<file path="config.mk">
export PLATFORM = sky130hd
export DESIGN_NAME = uart_tx_arbiter
export DESIGN_NICKNAME = d
export VERILOG_FILES = /design/src/rtl/uart_tx_arbiter.sv
export SDC_FILE = /design/constraint.sdc
export NUM_CORES = 1
export LEC_CHECK = 0
export CAP_MARGIN = 20
export CORE_MARGIN = 2
export CORE_UTILIZATION = 45
export DETAILED_ROUTE_END_ITERATION = 6
export PLACE_DENSITY = 0.76
export RECOVER_POWER = 50
export SETUP_SLACK_MARGIN = 0.5
export SLEW_MARGIN = 20
export SYNTH_ARGS = -nofsm -noshare
export SYNTH_HDL_FRONTEND = slang
export SYNTH_SLANG_ARGS = --single-unit
</file>
<file path="constraint.sdc">
create_clock -name clk -period 2.4 [get_ports clk]
set_input_delay 0.48 -clock clk [delete_from_list [all_inputs] [get_ports clk]]
set_output_delay 0.48 -clock clk [all_outputs]
set_load 0.05 [all_outputs]
</file>
<file path="src/rtl/uart_tx_arbiter.sv">
// uart_tx_arbiter: round-robin sharing of one UART transmitter among four
// byte producers. Grants one requester, latches its byte, runs the tx
// Send/Sent four-phase handshake, aborts a silent transmitter through a
// watchdog, and counts successfully sent bytes.
module uart_tx_arbiter #(
    parameter int TIMEOUT_CYCLES = 100_000
) (
    input  logic        clk,
    input  logic        rst,
    input  logic [3:0]  req,
    input  logic [31:0] data_in,
    output logic [3:0]  grant,
    output logic [3:0]  done,
    output logic [7:0]  tx_data,
    output logic        tx_send,
    input  logic        tx_sent,
    output logic        busy,
    output logic        timeout_err,
    output logic [7:0]  tx_count
);

    // Watchdog only needs to count up to TIMEOUT_CYCLES-1; SEND is left
    // before it could ever wrap.
    localparam int WD_W = (TIMEOUT_CYCLES > 2) ? $clog2(TIMEOUT_CYCLES) : 1;
    localparam logic [WD_W-1:0] WD_LAST = WD_W'(TIMEOUT_CYCLES - 1);

    typedef enum logic [1:0] {
        S_IDLE,
        S_SEND,
        S_RELEASE,
        S_DONE
    } state_t;

    state_t          state_reg;
    logic [1:0]      last_reg;
    logic [WD_W-1:0] wdog_reg;
    logic [3:0]      grant_reg;
    logic [3:0]      done_reg;
    logic [7:0]      tx_data_reg;
    logic            tx_send_reg;
    logic            busy_reg;
    logic            timeout_err_reg;
    logic [7:0]      tx_count_reg;

    // Candidate indices in round-robin scan order and per-requester bytes.
    logic [1:0] cand  [4];
    logic [7:0] byte_in [4];

    for (genvar gi = 0; gi < 4; gi++) begin : g_scan
        assign cand[gi]    = last_reg + 2'(gi + 1);
        assign byte_in[gi] = data_in[8*gi +: 8];
    end

    logic       pick_valid;
    logic [1:0] pick_idx;

    // First requesting index after last_reg wins; scanning backwards lets
    // the earliest candidate overwrite later ones.
    always_comb begin
        pick_valid = 1'b0;
        pick_idx   = 2'd0;
        for (int k = 3; k >= 0; k--) begin
            if (req[cand[k]]) begin
                pick_valid = 1'b1;
                pick_idx   = cand[k];
            end
        end
    end

    // Arbitration/handshake FSM with all outputs registered.
    always_ff @(posedge clk or posedge rst) begin
        if (rst) begin
            state_reg       <= S_IDLE;
            last_reg        <= 2'd3;
            wdog_reg        <= '0;
            grant_reg       <= 4'b0000;
            done_reg        <= 4'b0000;
            tx_data_reg     <= 8'h00;
            tx_send_reg     <= 1'b0;
            busy_reg        <= 1'b0;
            timeout_err_reg <= 1'b0;
            tx_count_reg    <= 8'h00;
        end else begin
            case (state_reg)
                S_IDLE: begin
                    done_reg <= 4'b0000;
                    if (pick_valid) begin
                        grant_reg   <= 4'b0001 << pick_idx;
                        last_reg    <= pick_idx;
                        tx_data_reg <= byte_in[pick_idx];
                        tx_send_reg <= 1'b1;
                        wdog_reg    <= '0;
                        busy_reg    <= 1'b1;
                        state_reg   <= S_SEND;
                    end
                end
                S_SEND: begin
                    wdog_reg <= wdog_reg + 1'b1;
                    if (tx_sent) begin
                        tx_send_reg  <= 1'b0;
                        tx_count_reg <= tx_count_reg + 8'd1;
                        state_reg    <= S_RELEASE;
                    end else if (wdog_reg == WD_LAST) begin
                        tx_send_reg     <= 1'b0;
                        timeout_err_reg <= 1'b1;
                        state_reg       <= S_RELEASE;
                    end
                end
                S_RELEASE: begin
                    if (!tx_sent) begin
                        done_reg  <= grant_reg;
                        grant_reg <= 4'b0000;
                        state_reg <= S_DONE;
                    end
                end
                S_DONE: begin
                    done_reg  <= 4'b0000;
                    busy_reg  <= 1'b0;
                    state_reg <= S_IDLE;
                end
                default: begin
                    state_reg <= S_IDLE;
                end
            endcase
        end
    end

    assign grant       = grant_reg;
    assign done        = done_reg;
    assign tx_data     = tx_data_reg;
    assign tx_send     = tx_send_reg;
    assign busy        = busy_reg;
    assign timeout_err = timeout_err_reg;
    assign tx_count    = tx_count_reg;

endmodule

</file>
==> impl_results.md, run 1 <==
- Status: complete, no violations
- Ant. Diodes: 0
- Initial antenna violation count: 0
- Simple-Gate Fraction of Synth Area: 19.5%
- Synth-to-Final Area Change: 39.0%
- Most frequent cells in the layout: dfrtp_1 (46), clkdlybuf4s50_1 (32), nor2_1 (30), nand2_1 (30), dlygate4sd2_1 (30)
- Worst R2R Start: wdog_reg[0]$_DFFE_PP0P_
- IO buf count: 65
- Core area: ~5500 um^2
- Reg2reg path depth: 7
- Initial DRT Pass Iterations: 4
- Setup Skew: 9.84 ps
- CTS Hold Bufs: 0
- Total CTS buffers: 5
- Measured slew at the worst slew-check pin: 958 ps
- DR vias: 2274
- Final setup vio count: 0
- Critical path peak fanout: 6
- Startpoint Class: primary input
- ANT nets after route: 0
- Routed WL per cell: 15.6 um
- Largest family of logic cells by synthesized area: simple AND/OR/NAND/NOR gates
- Setup ws final: between 400 and 500 ps
- Post-Syn Nets: 304
- Place WS: 12.9 ps
- Clock share of power: 15.4%
- Number of global-route vias before repair: 2195
- Number of flip-flops in the largest register: 17
- Crit end category: flip-flop
- Hold EP: tx_count[7]$_DFFE_PP0P_
- Ys Warns: 0
- Peak supply drop: 0.466 mV
- Adder-cell share of the synthesized area: 2.91%
- Max cap viols: 0
- Power density cells: about 1100 nW/um^2
- Slew Limit Fails: 0
- Layout Nets: 391
- Share of synthesized registers carrying an async set or reset: 100%
- Clock edge transition at the registers on the reported setup and hold paths: ~100 ps
- Leak Pwr: 1.68 nW
- Syn Inst Count: 259
- H-tree Lvls: 2
- Leading cell type in the layout, fill and taps excluded: dfrtp_1
- Drt via density: 5.43
- DRT iter0 DRCs: around 130
- Synth unique cells: 48
- WHS Path Cells: 1
- Initial Util: ~47%
- GRT Resource Usage Total: 21.8%
- Drt drc: 0
- Synthesized area: 2580 um^2
- Setup TNS: 0 ps
- Min Tclk post-route: 1980 ps
- Pin count of the biggest net entering global routing: 27
- Compound-Gate Fraction of Synth Area: 16.3%
- Combinational share of power: 53.8%
- FILL cells: just under 500
- RSZ-0062 raised after global routing: true
- Post-DP HPWL: 4.85 mm
- I/O Pins: 66
- Die area: ~6400 um^2
- CTS sink cnt: 48
- WS Path Type: in2reg
- Worst slew margin: 36.1%
- Sw power: around 1.8 mW
- Total grt overflow: 0
- Global-route wire length before repair: 10.8 mm
- Routed WL: 6.52 mm
- Row count: 27
- Hold_sp: tx_count[7]$_DFFE_PP0P_
- Clock latency on the worst-skew pair: 310 ps
- Syn avg cell area: 9.98 um^2
- Die Y: 79.8 um
- Pint: 2.14 mW
- Flop pwr share: roughly 31%
- Tcrit/Tclk final: 82.6%
- Main flop type after synthesis: dfrtp_1
- Reg-to-Reg End: state_reg[0]$_DFFE_PP0P_
- Yosys reg bits: 48
- GP Congestion: 0.762
- Fmax: just over 500 MHz
- Proportion of synthesized area in mux cells: 4.75%
- Worst EP arrival: between 2000 and 2500 ps
- R2r setup slk: 520 ps
- Worst Path Required: 2620 ps
- Xor/xnor share of the synthesized area: under 10%
- EDFF count, synth: 0
- Final hold violations: 0
- Die X: 79.8 um
- CTS Buffer Depth: 2
- Register area share after synthesis: 46.6%
- Layout cells sized above 1: 14.4%
- Sw frac: around 46%
- CTS tree: built
- Worst Hold Class: reg2reg
- CTS Root Cell: clkbuf_8
[cell families after synthesis]
kind of cell | count (synthesis)
AND/OR/NAND/NOR | 101
AO/OA/AOI/OAI | 54
flip-flops | 48
XOR/XNOR | 19
buffers and inverters | 19
multiplexers | 12
adder cells (fa/ha/maj) | 6
[layout make-up]
cell class                      instances  area (um^2)  share of cell area [%]
Multi-Input combinational cell        192         1320                    36.7
Sequential cell                        48         1200                    33.5
Timing Repair Buffer                   90          828                    23.1
Tap cell                               72         90.1                    2.51
Clock buffer                            5         68.8                    1.92
Clock inverter                          3         47.5                    1.32
Inverter                                9         33.8                   0.940
[critical path, cell delays in order]
cell,delay (ps)
dlygate4sd2_1,260
nor4_1,380
clkbuf_1,420
nand2b_1,260
buf_4,170
a221oi_1,60
o22ai_1,170
[Yosys cell counts (2+ instances only)]
| library cell | instances | area, um^2 |
|---|---|---|
| a21boi_1 | 2 | 15.0 |
| a21o_1 | 2 | 15.0 |
| a21oi_1 | 3 | 15.0 |
| a221oi_1 | 7 | 61.3 |
| a22o_1 | 6 | 52.6 |
| a32o_1 | 2 | 20.0 |
| and2_1 | 2 | 12.5 |
| and3_1 | 4 | 25.0 |
| buf_2 | 2 | 10.0 |
| buf_4 | 4 | 30.0 |
| clkbuf_1 | 3 | 11.3 |
| dfrtp_1 | 46 | 1150 |
| dfstp_2 | 2 | 52.6 |
| ha_1 | 6 | 75.1 |
| inv_1 | 9 | 33.8 |
| mux2i_1 | 10 | 100 |
| nand2_1 | 31 | 116 |
| nand2b_1 | 3 | 18.8 |
| nand3_1 | 11 | 55.1 |
| nand4_1 | 6 | 37.5 |
| nor2_1 | 31 | 116 |
| nor3_1 | 5 | 25.0 |
| nor4_4 | 2 | 42.5 |
| o21ai_0 | 4 | 20.0 |
| o21ai_1 | 7 | 35.0 |
| o21bai_1 | 2 | 15.0 |
| o22ai_1 | 8 | 50.1 |
| or2_2 | 2 | 12.5 |
| xnor2_1 | 7 | 61.3 |
| xor2_1 | 12 | 105 |
[power groups by stage]
stage / registers [mW] / logic (mW) / clock network [mW]
final: 1.22 / 2.13 / 0.609
after global routing: 1.25 / 2.29 / 0.656
after CTS: 1.22 / 2.11 / 0.627
after detailed placement: 1.24 / 2.17 / 0
after global placement: 1.23 / 2.13 / 0
after floorplan: 1.71 / 0.953 / 0
[layer usage]
metal	global-route usage (%)	routed length, um
met4	6.27	129
met5	0	0
met1	28.6	2830
met3	4.41	206
met2	36.5	3350
[timing repair]
item                                    in CTS  in global routing
endpoints found under the setup margin      42                 20
pin swaps                                    1                  2
buffers inserted                             2                  3
resized for setup                           33                  8
[worst max-delay path by stage]
stage          slack, ps                        to                startpoint  depth (start not counted)
4_1_cts              510  wdog_reg[16]$_DFFE_PP0P_                    req[0]                          8
2_1_floorplan        580  wdog_reg[13]$_DFFE_PP0P_  state_reg[0]$_DFFE_PP0P_                          8
3_3_place_gp          90    tx_data[7]$_DFFE_PP0P_                    req[1]                          7
6_report             420    tx_data[3]$_DFFE_PP0P_                    req[1]                          7
5_1_grt              310    tx_data[4]$_DFFE_PP0P_                    req[1]                          7
3_5_place_dp          10    tx_data[7]$_DFFE_PP0P_                    req[1]                          7
[metrics by stage]
stage / utilization [%] / hold slack, ps / cell area, um^2 / instances / power (mW)
after detailed placement: 62.2 / 486 / 3440 / 406 / 3.41
after CTS: 64.2 / 496 / 3550 / 416 / 3.95
final: 64.8 / 486 / 3590 / 419 / 3.96
after floorplan: - / 470 / 2580 / 259 / 2.66
after global placement: 62.2 / 462 / 3440 / 406 / 3.36
after global routing: 64.8 / 499 / 3590 / 419 / 4.20
No activity file was read; power rests on OpenSTA's default activity.
==> inputs of run 2 (changes only) <==
Settings changed: CORE_UTILIZATION 45 to 44, PLACE_DENSITY 0.76 to 0.78.
Clock period 2.4 ns to 1.67 ns, I/O delays scaled along.
==> impl_results.md, run 2 (same netlist as run 1, synthesis figures left out) <==
- DRT iter0 DRCs: 238 (+84%)
- Ant. Diodes: 0 (unchanged)
- Slew Limit Fails: 0 (unchanged)
- Total grt overflow: 0 (unchanged)
- Number of flip-flops in the largest register: 17 (unchanged)
- Routed WL per cell: 24.4 um (+57%)
- Initial DRT Pass Iterations: 5 (+1)
- Initial antenna violation count: 0 (unchanged)
- Number of global-route vias before repair: 2863 (+30%)
- Final Non-Filler Cells: 481 (+15%)
- Pin count of the biggest net entering global routing: 21 (-22%)
- Die area: 6500 um^2 (+2.2%)
- CP delay by family, top: flip-flops
- I/O Pins: 66 (unchanged)
- Row count: 27 (unchanged)
- IO buf count: 65 (unchanged)
- Drt via density: 6.17 (+14%)
- Global-route wire length before repair: 14.2 mm (+32%)
- Leak Pwr: 2.14 nW (+27%)
- R2r setup slk: -390 ps (-910 ps)
- Reg2reg path depth: 9 (+2)
- Total CTS buffers: 5 (unchanged)
- Status: finished with violations
- Setup ws final: -390 ps (-808 ps)
- CTS Buffer Depth: 2 (unchanged)
- Leading cell type in the layout, fill and taps excluded: buf_6
- Worst Hold Class: in2async
- Failing checks: setup timing
- Power density cells: 1720 nW/um^2 (+56%)
- CTS tree: built
- Post-DP HPWL: 5.11 mm (+5.3%)
- Synth-to-Final Area Change: 82.4%
- Measured slew at the worst slew-check pin: 590 ps (-368 ps)
- Worst EP arrival: 2290 ps (+90 ps)
- Place WS: -520 ps (-533 ps)
- CTS sink cnt: 48 (unchanged)
- Worst slew margin: 60.5% (+24 points)
- Die X: 80.6 um (+1.1%)
- FILL cells: 247 (-49%)
- Layout Nets: 453 (+16%)
- GP Congestion: 0.742 (-2.7%)
- Min Tclk post-route: a little over 2000 ps
- Final hold violations: 0 (unchanged)
- WS Path Type: reg2reg
- CTS Hold Bufs: 0 (unchanged)
- Setup Skew: 16.1 ps (+6.21 ps)
- Crit path depth: 9 (+2)
- Drt drc: 0 (unchanged)
- Clock edge transition at the registers on the reported setup and hold paths: 100 ps (about the same)
- RSZ-0062 raised after global routing: true
- Critical Path Max Stage Delay: 410 ps (about the same)
- Crit end category: flip-flop
- Worst Path Required: 1900 ps (-720 ps)
- Cell breakdown of the critical path: inv_2 > ha_4 > buf_4 > buf_6 > o41a_1 > nand2_1 > nor3_1 > mux2i_1 > o211ai_1
- Critical path peak fanout: 5 (-1)
- Core area: 5570 um^2 (+0.61%)
- ANT nets after route: 0 (unchanged)
- Tcrit/Tclk final: 123%
- GRT Resource Usage Total: 29.1% (+7.3 points)
- Die Y: 80.6 um (+1.1%)
- Slowest cell on crit path: dfrtp_1
- Fmax: between 400 and 500 MHz
- H-tree Lvls: 2 (unchanged)
- Routed WL: 11.7 mm (+80%)
- Bufs and invs on worst path: 3 (unchanged)
- Layout cells sized above 1: 50.9% (+36 points)
- Startpoint Class: flip-flop
- Initial Util: 46.4% (-0.28 points)
- Placed cell count: 429 (+5.7%)
- Max cap viols: 0 (unchanged)
- Most frequent cells in the layout: buf_6 (55), buf_4 (51), dfrtp_1 (42), clkdlybuf4s50_1 (32), nor2_1 (24)
- Peak supply drop: 1.07 mV (+130%)
- CTS Root Cell: clkbuf_8
- Final setup vio count: 29 (+29)
- Clock latency on the worst-skew pair: 310 ps (about the same)
- DR vias: 2970 (+31%)
==> run 2: cell count changes in the layout (fill, tap and decap cells not counted), moves of 13 or more <==
| cell | delta |
|---|---|
| nand2_1 | -13 |
| buf_6 | +54 |
| buf_4 | +30 |
| dlygate4sd2_1 | -25 |
==> run 2: power breakdown <==
group / switching, mW / internal [mW]
clock: 0.429 / 0.338
sequential: 0.346 / 1.50
combinational: 3.03 / 2.47
==> run 2: cell type report <==
| class | instances | area (um^2) | share of cell area (%) |
|---|---|---|---|
| multi-input cells | 192 | 1790 | 38.1 |
| repair buffers | 152 | 1490 | 31.7 |
| flip-flops and latches | 48 | 1210 | 25.7 |
| well taps | 72 | 90.1 | 1.91 |
| clock buffers | 7 | 86.3 | 1.83 |
| inverters | 9 | 35.0 | 0.743 |
| clock inverters | 1 | 7.51 | 0.159 |
==> run 2: metrics by stage <==
stage | power, mW | area (um^2) | TNS (ps) | hold slack [ps] | util, %
floorplan | 4.09 | 2720 | 0 | 363 | -
global placement | 5.16 | 3680 | -11280 | 462 | 66.0
detailed placement | 5.24 | 3680 | -12800 | 468 | 66.0
CTS | 6.92 | 4360 | -142 | 353 | 78.2
global route | 8.35 | 4710 | -5620 | 533 | 84.5
finish | 8.11 | 4710 | -3860 | 500 | 84.5
==> run 2: per-layer routing <==
metal | track usage (%) | share of wire (%)
met5 | 0 | 0
met4 | 17.3 | 6.6
met3 | 5.28 | 5.8
met2 | 51.2 | 51
met1 | 32.5 | 37
==> run 2: final timing paths <==
path / from / end
hold / removal: rst / wdog_reg[11]$_DFFE_PP0P_
setup reg to reg: state_reg[1]$_DFFE_PP0P_ / tx_data[7]$_DFFE_PP0P_
setup / recovery: state_reg[1]$_DFFE_PP0P_ / tx_data[7]$_DFFE_PP0P_
max in group asynchronous: rst / state_reg[0]$_DFFE_PP0P_
hold reg to reg: tx_count[7]$_DFFE_PP0P_ / tx_count[7]$_DFFE_PP0P_
min in group clk: tx_count[7]$_DFFE_PP0P_ / tx_count[7]$_DFFE_PP0P_
==> run 2: what timing repair did <==
item / in CTS / in global routing
gates resized for setup: 101 / 50
pin swaps: 34 / 37
endpoints found under the setup margin: 74 / 75
buffers inserted: 24 / 20
==> run 2: worst register-to-register path, stage by stage, from the launching register on <==
cell	delay [ps]
dfrtp_1	410
inv_2	120
ha_4	240
buf_4	160
buf_6	110
o41a_1	290
nand2_1	130
nor3_1	240
mux2i_1	160
o211ai_1	110
==> inputs of run 3 (changes only) <==
Settings changed: CAP_MARGIN 20 to not set.
==> results of run 3 <==
No change in the layout: final DEF, timing and power equal those of run 2.
